===== src/rtl/mem_trace_serializer.sv =====
// Serializes memory-request records into a framed, little-endian byte trace stream.
// Define MEMTRACE_CHECKSUM_EN to append an XOR checksum byte to every record.
module mem_trace_serializer #(
  parameter int unsigned ADDR_BYTES = 4,
  parameter int unsigned DATA_BYTES = 4
) (
  input  logic                    clock,
  input  logic                    reset,
  input  logic                    req_valid,
  output logic                    req_ready,
  input  logic                    req_is_store,
  input  logic [1:0]              req_size,
  input  logic [8*ADDR_BYTES-1:0] req_addr,
  input  logic [8*DATA_BYTES-1:0] req_data,
  output logic                    trace_write_valid,
  input  logic                    trace_write_ready,
  output logic [7:0]              trace_write_bits,
  output logic [15:0]             record_count
);

  localparam int unsigned MAX_BYTES = (ADDR_BYTES > DATA_BYTES) ? ADDR_BYTES : DATA_BYTES;
  localparam int unsigned IDX_W     = (MAX_BYTES > 1) ? $clog2(MAX_BYTES) : 1;
  localparam logic [IDX_W-1:0] ADDR_LAST = IDX_W'(ADDR_BYTES - 1);

`ifdef MEMTRACE_CHECKSUM_EN
  typedef enum logic [2:0] {IDLE, HDR, ADDR, DATA, CSUM} state_t;
`else
  typedef enum logic [1:0] {IDLE, HDR, ADDR, DATA} state_t;
`endif

  state_t                          state_q, state_d;
  logic [IDX_W-1:0]                idx_q, idx_d, idx_inc, data_last;
  logic                            valid_q, valid_d;
  logic [7:0]                      bits_q, bits_d;
  logic [15:0]                     count_q, count_d;
  logic [3:0]                      seq_q, seq_d;
  logic                            ready_q, ready_d;
  logic                            is_store_q;
  logic [1:0]                      size_q;
  logic [ADDR_BYTES-1:0][7:0]      addr_q;
  logic [DATA_BYTES-1:0][7:0]      data_q;
  logic                            accept_c;
  logic                            hs;
  logic                            tail;
  logic                            done;
  int unsigned                     data_n;
`ifdef MEMTRACE_CHECKSUM_EN
  logic [7:0]                      csum_q, csum_d;
`endif

  assign accept_c = (state_q == IDLE) && req_valid && ready_q;
  assign hs       = valid_q && trace_write_ready;
  assign idx_inc  = idx_q + IDX_W'(1);

  // Store data length: 2^size bytes, clamped to the data bus width.
  always_comb begin
    data_n = 32'd1 << size_q;
    if (data_n > DATA_BYTES) data_n = DATA_BYTES;
    data_last = IDX_W'(data_n - 32'd1);
  end

  always_comb begin
    state_d = state_q;
    idx_d   = idx_q;
    valid_d = valid_q;
    bits_d  = bits_q;
    count_d = count_q;
    seq_d   = seq_q;
    tail    = 1'b0;
    done    = 1'b0;

    case (state_q)
      IDLE: begin
        if (accept_c) begin
          state_d = HDR;
          valid_d = 1'b1;
          bits_d  = {1'b1, req_is_store, req_size, seq_q};
          seq_d   = seq_q + 4'd1;
        end
      end
      HDR: begin
        if (hs) begin
          state_d = ADDR;
          idx_d   = '0;
          bits_d  = addr_q[0];
        end
      end
      ADDR: begin
        if (hs) begin
          if (idx_q != ADDR_LAST) begin
            idx_d  = idx_inc;
            bits_d = addr_q[idx_inc];
          end else if (is_store_q) begin
            state_d = DATA;
            idx_d   = '0;
            bits_d  = data_q[0];
          end else begin
            tail = 1'b1;
          end
        end
      end
      DATA: begin
        if (hs) begin
          if (idx_q != data_last) begin
            idx_d  = idx_inc;
            bits_d = data_q[idx_inc];
          end else begin
            tail = 1'b1;
          end
        end
      end
`ifdef MEMTRACE_CHECKSUM_EN
      CSUM: begin
        if (hs) done = 1'b1;
      end
`endif
      default: state_d = IDLE;
    endcase

    // Last payload byte accepted: either append the checksum or close the record.
    if (tail) begin
`ifdef MEMTRACE_CHECKSUM_EN
      state_d = CSUM;
      idx_d   = '0;
      bits_d  = csum_q;
`else
      done = 1'b1;
`endif
    end

    if (done) begin
      state_d = IDLE;
      valid_d = 1'b0;
      count_d = count_q + 16'd1;
    end

    ready_d = (state_d == IDLE);
  end

`ifdef MEMTRACE_CHECKSUM_EN
  // Running XOR of every byte loaded for this record, header included.
  always_comb begin
    csum_d = csum_q;
    if (accept_c) begin
      csum_d = bits_d;
    end else if (hs && state_d != IDLE && state_d != CSUM) begin
      csum_d = csum_q ^ bits_d;
    end
  end
`endif

  always_ff @(posedge clock or posedge reset) begin
    if (reset) begin
      state_q <= IDLE;
      idx_q   <= '0;
      valid_q <= 1'b0;
      bits_q  <= 8'h00;
      count_q <= 16'd0;
      seq_q   <= 4'd0;
      ready_q <= 1'b0;
`ifdef MEMTRACE_CHECKSUM_EN
      csum_q  <= 8'h00;
`endif
    end else begin
      state_q <= state_d;
      idx_q   <= idx_d;
      valid_q <= valid_d;
      bits_q  <= bits_d;
      count_q <= count_d;
      seq_q   <= seq_d;
      ready_q <= ready_d;
`ifdef MEMTRACE_CHECKSUM_EN
      csum_q  <= csum_d;
`endif
    end
  end

  // Record buffer: written only on acceptance, stable for the whole emission.
  always_ff @(posedge clock or posedge reset) begin
    if (reset) begin
      is_store_q <= 1'b0;
      size_q     <= 2'd0;
      addr_q     <= '0;
      data_q     <= '0;
    end else if (accept_c) begin
      is_store_q <= req_is_store;
      size_q     <= req_size;
      addr_q     <= req_addr;
      data_q     <= req_data;
    end
  end

  assign req_ready         = ready_q;
  assign trace_write_valid = valid_q;
  assign trace_write_bits  = bits_q;
  assign record_count      = count_q;

endmodule


===== config.mk =====
export PLATFORM = sky130hd
export DESIGN_NAME = mem_trace_serializer
export DESIGN_NICKNAME = d
export VERILOG_FILES = /design/src/rtl/mem_trace_serializer.sv
export SDC_FILE = /design/constraint.sdc
export NUM_CORES = 1
export LEC_CHECK = 0
export ABC_CLOCK_PERIOD_IN_PS = 4300
export CAP_MARGIN = 10
export CORE_MARGIN = 3
export CORE_UTILIZATION = 40
export CTS_CLUSTER_SIZE = 25
export DETAILED_ROUTE_END_ITERATION = 10
export HOLD_SLACK_MARGIN = 0.12
export MAX_ROUTING_LAYER = met4
export SLEW_MARGIN = 15
export SYNTH_ARGS = -nofsm -noshare
export SYNTH_HDL_FRONTEND = slang
export SYNTH_SLANG_ARGS = --single-unit

===== constraint.sdc =====
create_clock -name clock -period 4.3 [get_ports clock]
set_clock_uncertainty 0.05 [all_clocks]
set_input_delay 1.29 -clock clock [delete_from_list [all_inputs] [get_ports clock]]
set_output_delay 1.29 -clock clock [all_outputs]
set_load 0.01 [all_outputs]

==> results of run 1 <==
worst max-delay path: stages:
cell,delay [ns]
clkdlybuf4s50_1,0.49
nor4bb_4,0.30
buf_4,0.58
mux2_2,0.40
layout make-up:
class                   count  area [um^2]  area share, %
well taps                 143          179           2.87
inverters                   5         21.3          0.341
repair buffers            103         1010           16.2
clock buffers              11          253           4.05
multi-input cells         356         2190           35.0
clock inverters             5         58.8          0.943
flip-flops and latches    101         2530           40.5
sequential cells by signal (all words and copies together) (netlist names):
signal             count
size_q                 2
trace_write_valid      1
trace_write_bits       8
record_count          16
req_ready              1
is_store_q             1
state_q                2
addr_q                32
idx_q                  2
seq_q                  4
data_q                32
cell usage in the layout (no fill, tap or decap), types with 2 or more instances in the layout:
cell type and instances:
nor2b_1 9, ha_1 3, o22ai_1 9, mux4_2 3, buf_4 7, clkbuf_8 2, and4_1 3, a32o_1 2
a2111oi_0 2, inv_1 4, nor2_1 3, and3_1 2, mux2_2 5, clkdlybuf4s50_1 96, nand4_1 6, a21oi_1 7
clkinvlp_4 2, o2bb2ai_1 15, dfrtp_1 101, a311oi_1 7, mux2i_1 16, nand3_1 5, and2_1 3, clkbuf_16 9
xnor2_1 3, nand4bb_1 2, mux4_1 5, xor2_1 15, a211oi_1 5, nand2_1 204, a2111oi_1 2, o311ai_0 7
power groups by stage:
stage	sequential, mW	clock, mW	combinational (mW)
finish	1.58	0.835	1.34
global route	1.63	0.897	1.50
CTS	1.58	0.852	1.35
detailed placement	1.59	0	1.35
global placement	1.58	0	1.31
floorplan	1.50	0	0.986
kinds of logic (layout without fill, tap and decap cells):
| kind of cell | Yosys count | in the layout |
|---|---|---|
| DFF | 101 | 101 |
| muxes | 29 | 29 |
| xor gates and xnor gates | 19 | 19 |
| AOI/OAI and AO/OA | 64 | 64 |
| adders and majority gates | 3 | 3 |
| buffers and inverters | 40 | 124 |
| and+or+nand+nor | 241 | 241 |
worst max-delay path by stage:
stage                     from              end  slack, ns  cells past startpoint
CTS                  req_valid        size_q[0]       1.36                      4
global placement     req_valid        size_q[0]       1.01                      4
detailed placement   req_valid        size_q[0]       1.00                      4
global route        state_q[1]  record_count[1]       1.23                      4
finish               req_valid        size_q[0]       1.35                      4
floorplan                reset        addr_q[0]       0.31                      1
Yosys cell counts:
cell type,n
nand4bb_1,2
nand4_1,6
buf_2,11
a211oi_1,5
o21a_1,1
or4b_1,1
mux2_2,5
inv_1,5
o21ai_0,1
xnor2_2,1
mux4_1,5
nand2_2,1
o211a_1,1
ha_1,3
mux2i_1,16
clkbuf_1,17
a2111oi_2,1
mux4_2,3
a21oi_1,7
nor4bb_1,1
o22a_1,1
a2111oi_0,2
and4_1,3
buf_6,3
a32oi_4,1
buf_1,2
and2_1,3
a311o_1,1
o2bb2ai_1,15
xnor2_1,3
a2111oi_1,2
nor2b_1,9
a311oi_1,7
and3_1,2
nand2_1,204
xor2_1,15
nor2_1,3
a32o_1,2
a21o_1,1
dfrtp_1,101
nand3_1,6
buf_4,2
o22ai_1,9
o311ai_0,7
per-layer routing:
metal  vias up  share of wire [%]  GRT usage, %
met5         -                  0             -
met4         0                1.9          5.20
met3        14                5.8          3.99
met2       108                 46          28.8
met1      1871                 47          25.8
li1       1858                  -             -
==> flow_summary.yaml, run 1 <==
outcome:
  outcome: "completed"
setup_path:
  critical_path.reg2reg.startpoint: "state_q[1]"
  r2r_cells: 4
  cp.required_ns: 4.48
  r2r_setup_slack_ns: 1.36
  crit-reg2reg-capture: "record_count[1]"
  worst_setup_path_end_kind: "flop"
  path_class: "input pin to flop"
  critPathArrivalTime_ns: 3.13
  worstPathMaxFanout: 71
  crit_path_start_kind: "input pin"
yosys:
  post_synth_cell_types: 44
  seq_area_frac_synth_pct: 51.7
  synth_area_in_adders_pct: 0.768
  synth_area_per_cell_um2: 9.83
  number_of_synthesized_register_bits: 101
  mappedNetlistNets: 571
  yosysWarnings: 0
  syn-cell-area_mm2: 0.00489
  synth-xor-area-share_pct: 3.56
  biggest_area_contributors_in_the_synthesized_netlist: "dfrtp_1 (52%), nand2_1 (16%), mux2i_1 (3.3%)"
  synth_top_area_cell: "dfrtp_1"
  synth_top_area_share_pct: 51.7
  synthMuxAreaShare_pct: 8.50
  synth_area_in_compound_gates_pct: 10.9
  synth_cells: 497
  combinational_family_with_the_most_area_after_synthesis: "simple AND/OR/NAND/NOR gates"
  post_synth_and_or_nand_nor_area_fraction_pct: 20.6
clock_network:
  cts_post_setup_buffers_inserted: 0
  cts_made_buffers: 9
  clkSlewWorstSetupHoldPaths_ns: 0.07
  cts.repair.resized: 0
  root_buffer: "clkbuf_16"
  ctsLongestPathBuffers: 2
  clkLatencyLatePin_ns: 0.34
  cts_hold_buffers: 0
  clock_sink_count: 101
  tritoncts_clock_tree: "built"
  h-tree-depth: 3
power:
  net_switching_mw: 1.31
  design_power_total_mw: 3.75
  p_leak_nw: 2.92
  power.ir.vdd_worst_mv: 0.296
  cell_internal_pwr_mw: 2.44
  p_sw_share_pct: 35.0
  comb_power_share_pct: 35.6
  cellPowerDensity_mw_per_mm2: 601
  power.sequential.fraction_pct: 42.1
  share_clk_of_total_power_pct: 22.3
timing:
  final.min_clock_period_ns: 2.95
  tightestPinTransition_ns: 0.883
  unrepaired_setup_endpoints_after_global_routing: "no"
  worst_slack_ns: 1.35
  period_share_pct: 68.7
  setup_violations: 0
  slew_headroom_pct: 41.1
  final_max_slew_viol_count: 0
  totalNegativeSetupSlack_ns: 0
  final_hold_viol_count: 0
  max_freq_mhz: 339
  hold_slack_ns: 0.423
finish:
  final_layout_size_suffix_gt1_share_pct: 6.54
  area_growth_pct: 27.6
  finish.instance_area_mm2: 0.00624
  diodes: 0
  nNetsFinal: 650
  fillCellCount: 1062
  finish.utilization_pct: 53.5
  post_layout_nonfiller_instances: 724
grt:
  grt_antenna_before_repair: 0
  global_route_wire_length_before_repair_mm: 19.6
  maximum_number_of_pins_on_one_net_before_global_route_repair: 72
  grt_remaining_overflow: 0
  groute.usage.overall_pct: 18.9
  grt_pass1_vias: 3895
drt:
  drc: 0
  first_pass_iters: 5
  wl_per_cell_um: 16.4
  first_iter_violations: 210
  routed_antenna_nets: 0
  detailroute.via_count: 3851
  vias_per_inst: 5.32
  drt-total-wl_mm: 11.8
run:
  max_cap_violations: 0
placement:
  post-dp-hpwl_mm: 8.39
  placedInstanceArea_mm2: 0.00593
  placed_cells: 708
  port-buffer-count: 96
  pre_cts_slack_ns: 1.00
  place.gp.congestion: 0.852
floorplanning:
  initial_utilization_pct: 41.9
  row_count: 39
  die_w_um: 117
  ios: 97
  die_y_um: 117
  die-area_mm2: 0.0136
  std_cell_core_area_mm2: 0.0117
min_path:
  holdPathEnd: "record_count[15]"
  hold_class: "flop to flop"
  worst_hold_startpoint: "record_count[15]"
  worst_hold_path.num_cells: 1
Power figures use the tool's default switching activity.
==> run 2: changes to the inputs <==
--- a/config.mk
+++ b/config.mk
@@ -5,7 +5,7 @@
 export SDC_FILE = /design/constraint.sdc
 export NUM_CORES = 1
 export LEC_CHECK = 0
-export ABC_CLOCK_PERIOD_IN_PS = 4300
+export ABC_CLOCK_PERIOD_IN_PS = 2900
 export CAP_MARGIN = 10
 export CORE_MARGIN = 3
 export CORE_UTILIZATION = 40
==> constraint.sdc (replaced) <==
create_clock -name clock -period 2.9 [get_ports clock]
set_clock_uncertainty 0.05 [all_clocks]
set_input_delay 0.87 -clock clock [delete_from_list [all_inputs] [get_ports clock]]
set_output_delay 0.87 -clock clock [all_outputs]
set_load 0.01 [all_outputs]
==> run 2 against run 1 <==
Net effect:
- cell count is 1.1% higher
- clock-buffer cell count is 2 higher
- first-iteration DRC count is 0.48% higher
- die area stayed put
- sequential share of layout area is 0.64 points lower
- worst setup slack worse by 0.77 ns
- total power is 50% higher
- combinational power is 55% higher
- non-clock buffer count is 8 higher
- critical endpoint is now record_count[4]
- highest routed layer unchanged
==> flow_summary.yaml, run 2 (synthesis results as in run 1) <==
outcome:
  outcome: "completed"
placement:
  port-buffer-count: 96
  place.gp.congestion: 0.786
  post-dp-hpwl_mm: 8.23
  placed_cells: 716
  pre_cts_slack_ns: 0.304
grt:
  grt_pass1_vias: 3794
  maximum_number_of_pins_on_one_net_before_global_route_repair: 102
  grt_remaining_overflow: 0
  grt_antenna_before_repair: 0
  global_route_wire_length_before_repair_mm: 19.5
  groute.usage.overall_pct: 18.8
setup_path:
  critical_path.max_stage_delay_ns: 0.59
  crit_path_start_kind: "flop"
  critical-path-slowest-cell: "clkdlybuf4s50_1"
  cp_cell_sequence: "clkdlybuf4s50_1"
  path_class: "flop to output pin"
  critPathArrivalTime_ns: 1.40
  crit_family: "buffers and inverters"
  r2r_cells: 5
  worst_setup_path_end_kind: "output pin"
  cp.required_ns: 1.98
  cp.depth: 1
  crit_buf_inv: 1
  worstPathMaxFanout: 8
drt:
  drt-total-wl_mm: 11.9
  vias_per_inst: 5.18
  first_iter_violations: 211
  detailroute.via_count: 3793
  drc: 0
  routed_antenna_nets: 0
  wl_per_cell_um: 16.2
  first_pass_iters: 4
clock_network:
  root_buffer: "clkbuf_16"
  cts_made_buffers: 9
  cts.repair.resized: 0
  ctsLongestPathBuffers: 2
  cts_post_setup_buffers_inserted: 0
  clock_sink_count: 101
  cts_hold_buffers: 0
  tritoncts_clock_tree: "built"
  clkLatencyLatePin_ns: 0.34
  h-tree-depth: 3
  clkSlewWorstSetupHoldPaths_ns: 0.06
timing:
  totalNegativeSetupSlack_ns: 0
  hold_slack_ns: 0.418
  setup_violations: 0
  slew_headroom_pct: 59.2
  unrepaired_setup_endpoints_after_global_routing: "no"
  final_max_slew_viol_count: 0
  max_freq_mhz: 431
  period_share_pct: 80.1
  tightestPinTransition_ns: 0.611
  final_hold_viol_count: 0
  final.min_clock_period_ns: 2.32
  worst_slack_ns: 0.578
min_path:
  worst_hold_path.num_cells: 1
  hold_class: "flop to flop"
run:
  max_cap_violations: 0
power:
  power.ir.vdd_worst_mv: 0.382
  cellPowerDensity_mw_per_mm2: 889
  design_power_total_mw: 5.64
  p_leak_nw: 2.98
finish:
  layout.cells.most_common_list: "nand2_1 (204), dfrtp_1 (101), clkdlybuf4s50_1 (96)"
  post_layout_nonfiller_instances: 732
  mostFrequentLayoutCell: "nand2_1"
  seq_area_mm2: 0.00253
  area_growth_pct: 29.7
  final_layout_size_suffix_gt1_share_pct: 7.64
  diodes: 0
  nNetsFinal: 658
  area_of_the_multi_input_gates_mm2: 0.00219
  fillCellCount: 1057
floorplanning:
  initial_utilization_pct: 41.9
  die_y_um: 117
  die-area_mm2: 0.0136
  die_w_um: 117
  std_cell_core_area_mm2: 0.0117
  ios: 97
  row_count: 39
[run 2: final timing paths]
kind                            slack, ns             endpoint       startpoint
worst max-delay path                 0.58      record_count[4]  record_count[4]
worst min-delay path                 0.42             seq_q[3]         seq_q[3]
worst max register to register       0.60  trace_write_bits[7]       state_q[1]
worst min register to register       0.42             seq_q[3]         seq_q[3]
max in group asynchronous            1.40           addr_q[18]            reset
min in group asynchronous            0.99      record_count[0]            reset
[run 2: metrics by stage]
stage | utilization (%) | area [um^2]
after floorplan | - | 4890
after global placement | 51.7 | 6030
after detailed placement | 51.7 | 6030
after CTS | 54.4 | 6340
after global routing | 54.4 | 6340
final | 54.4 | 6340
[run 2: where the power goes]
part	switching [mW]	leakage (nW)	total, mW	internal, mW
clock network	0.505	0.152	1.24	0.739
logic	1.05	1.54	2.08	1.03
registers	0.390	1.29	2.31	1.92
[run 2: cell type report]
type | instances | area share (%)
Clock buffer | 13 | 4.26
Clock inverter | 3 | 0.671
Inverter | 5 | 0.355
Multi-Input combinational cell | 356 | 34.5
Sequential cell | 101 | 39.9
Tap cell | 143 | 2.82
Timing Repair Buffer | 111 | 17.5
[run 2: worst register-to-register path, cell delays in order (launching register included)]
cell and delay, ns:
dfrtp_1 0.55, and2_1 0.47, a32oi_4 0.35, buf_4 0.27, nand2_2 0.16, mux2_2 0.35
[run 2: routing by layer]
metal  up-vias  track usage (%)  routed length [um]
met5         -                -                   0
met4         0             6.42                 174
met3        13             2.38                 550
met2        87             27.2                5310
met1      1816             27.4                5860
li1       1877                -                   -
==> run 3: changes to the inputs <==
--- a/config.mk
+++ b/config.mk
@@ -5,7 +5,7 @@
 export SDC_FILE = /design/constraint.sdc
 export NUM_CORES = 1
 export LEC_CHECK = 0
-export ABC_CLOCK_PERIOD_IN_PS = 2900
+export ABC_CLOCK_PERIOD_IN_PS = 2100
 export CAP_MARGIN = 10
 export CORE_MARGIN = 3
 export CORE_UTILIZATION = 40
@@ -13,6 +13,7 @@
 export DETAILED_ROUTE_END_ITERATION = 10
 export HOLD_SLACK_MARGIN = 0.12
 export MAX_ROUTING_LAYER = met4
+export PLACE_DENSITY = 0.67
 export SLEW_MARGIN = 15
 export SYNTH_ARGS = -nofsm -noshare
 export SYNTH_HDL_FRONTEND = slang
==> constraint.sdc (replaced) <==
create_clock -name clock -period 2.1 [get_ports clock]
set_clock_uncertainty 0.05 [all_clocks]
set_input_delay 0.63 -clock clock [delete_from_list [all_inputs] [get_ports clock]]
set_output_delay 0.63 -clock clock [all_outputs]
set_load 0.01 [all_outputs]
==> run 3 against run 2 <==
Net effect:
- cell count up 3.0%
- utilization rose by 1.6 points
- clock-buffer cell count decreased by 3
- flip-flop and latch count is the same
- register-to-register slack lost 0.53 ns
- highest routed layer unchanged
- non-clock buffer count rose by 22
- final area grew 3.0%
- wire length grew 0.26%
- largest power group unchanged
- via count increased by 3.9%
==> flow_summary.yaml, run 3 (synthesis results as in run 1) <==
setup_path:
  crit_buf_inv: 1
  critPathArrivalTime_ns: 1.35
  cp_cell_sequence: "clkdlybuf4s50_1"
  crit_family: "buffers and inverters"
  cp.required_ns: 1.42
  crit_path_start_kind: "flop"
  path_class: "flop to output pin"
  worstPathMaxFanout: 6
  worst_setup_path_end_kind: "output pin"
  critical_path.max_stage_delay_ns: 0.57
  critical-path-slowest-cell: "clkdlybuf4s50_1"
placement:
  post-dp-hpwl_mm: 8.73
  pre_cts_slack_ns: -0.227
  port-buffer-count: 96
  place.gp.congestion: 0.875
grt:
  top_usage_layer: "met2"
  grt_antenna_before_repair: 0
  globalRouteMet2Util_pct: 29.1
  grt_pass1_vias: 3987
  grt_use_met1_pct: 26.2
  globalRouteMet3Util_pct: 2.69
  global_route_wire_length_before_repair_mm: 19.8
  maximum_number_of_pins_on_one_net_before_global_route_repair: 66
  grt_remaining_overflow: 0
  groute.usage.overall_pct: 18.8
timing:
  tightestPinTransition_ns: 0.614
  slew_headroom_pct: 59.0
  hold_slack_ns: 0.424
  final_max_slew_viol_count: 0
  unrepaired_setup_endpoints_after_global_routing: "no"
  final.min_clock_period_ns: 2.03
  setup_violations: 0
  max_freq_mhz: 492
  final_hold_viol_count: 0
  period_share_pct: 96.9
  totalNegativeSetupSlack_ns: 0
  worst_slack_ns: 0.0655
drt:
  detailroute.via_count: 3941
  wl_per_cell_um: 15.8
  first_iter_violations: 215
  drc: 0
  vias_per_inst: 5.23
  first_pass_iters: 4
  drt-total-wl_mm: 11.9
  routed_antenna_nets: 0
floorplanning:
  std_cell_core_area_mm2: 0.0117
  die-area_mm2: 0.0136
  die_y_um: 117
  row_count: 39
  die_w_um: 117
  ios: 97
  initial_utilization_pct: 41.9
finish:
  diodes: 0
  finish.utilization_pct: 56.0
  layout.cells.most_common_list: "nand2_1 (204), dfrtp_1 (100), clkdlybuf4s50_1 (96)"
  mostFrequentLayoutCell: "nand2_1"
  final_layout_size_suffix_gt1_share_pct: 12.1
  area_growth_pct: 33.6
  nNetsFinal: 680
power:
  cellPowerDensity_mw_per_mm2: 1210
  cell_internal_pwr_mw: 5.13
  p_sw_share_pct: 35.2
  p_leak_nw: 3.08
  power.sequential.fraction_pct: 40.0
  share_clk_of_total_power_pct: 20.5
  net_switching_mw: 2.79
  comb_power_share_pct: 39.5
  power.ir.vdd_worst_mv: 0.533
clock_network:
  clkLatencyLatePin_ns: 0.34
  tritoncts_clock_tree: "built"
  root_buffer: "clkbuf_16"
  h-tree-depth: 3
  cts_made_buffers: 9
  clock_sink_count: 101
  cts_post_setup_buffers_inserted: 0
  cts_hold_buffers: 0
  clkSlewWorstSetupHoldPaths_ns: 0.07
  ctsLongestPathBuffers: 2
outcome:
  outcome: "completed"
min_path:
  hold_class: "flop to flop"
run:
  max_cap_violations: 0
==> run 3: cell count changes in the layout (fill, tap and decap cells not counted), moves of 2 or more <==
cell | previous run | this run
inv_6 | 0 | 2
buf_4 | 12 | 32
clkbuf_8 | 3 | 1
a2111oi_1 | 2 | 0
clkinv_4 | 0 | 3
a2111oi_2 | 1 | 3
==> run 3: power by group through the flow <==
| stage | clock network [mW] | logic [mW] | registers, mW |
|---|---|---|---|
| global route | 1.74 | 3.44 | 3.27 |
| finish | 1.62 | 3.13 | 3.17 |
| CTS | 1.66 | 3.11 | 3.17 |
| floorplan | 0 | 2.02 | 3.07 |
| detailed placement | 0 | 3.06 | 3.20 |
| global placement | 0 | 2.98 | 3.17 |
==> run 3: worst paths after layout <==
path	to	startpoint	cells past startpoint	slack [ns]
min	data_q[26]	data_q[26]	2	0.42
max in group asynchronous	data_q[9]	reset	3	1.03
max	record_count[5]	record_count[5]	1	0.07
min reg2reg	data_q[26]	data_q[26]	2	0.42
min in group asynchronous	req_ready	reset	3	0.68
max reg2reg	trace_write_bits[7]	idx_q[0]	5	0.07
==> run 3: cell type report <==
cell class                      count  area, um^2
Sequential cell                   101        2530
Timing Repair Buffer              133        1300
Clock inverter                      6        55.1
Inverter                            5        22.5
Multi-Input combinational cell    356        2210
Tap cell                          143         179
Fill cell                        1024        5130
Clock buffer                       10         239
==> run 3: stage by stage <==
stage	instance area [um^2]	instances	power [mW]
2_1_floorplan	4890	497	5.09
3_3_place_gp	6200	738	6.15
3_5_place_dp	6200	738	6.26
4_1_cts	6510	754	7.94
5_1_grt	6530	754	8.45
6_report	6530	754	7.92
==> run 3: routing by layer <==
metal  vias up  routed length, um
li1       1918                  -
met1      1905               5520
met2       107               5700
met3        11                544
met4         0                162
met5         -                  0
==> run 3: repair_timing <==
item	CTS	global route
resized for setup	3	5
setup endpoints to repair	9	5
gates cloned	0	0
pin swaps	0	0
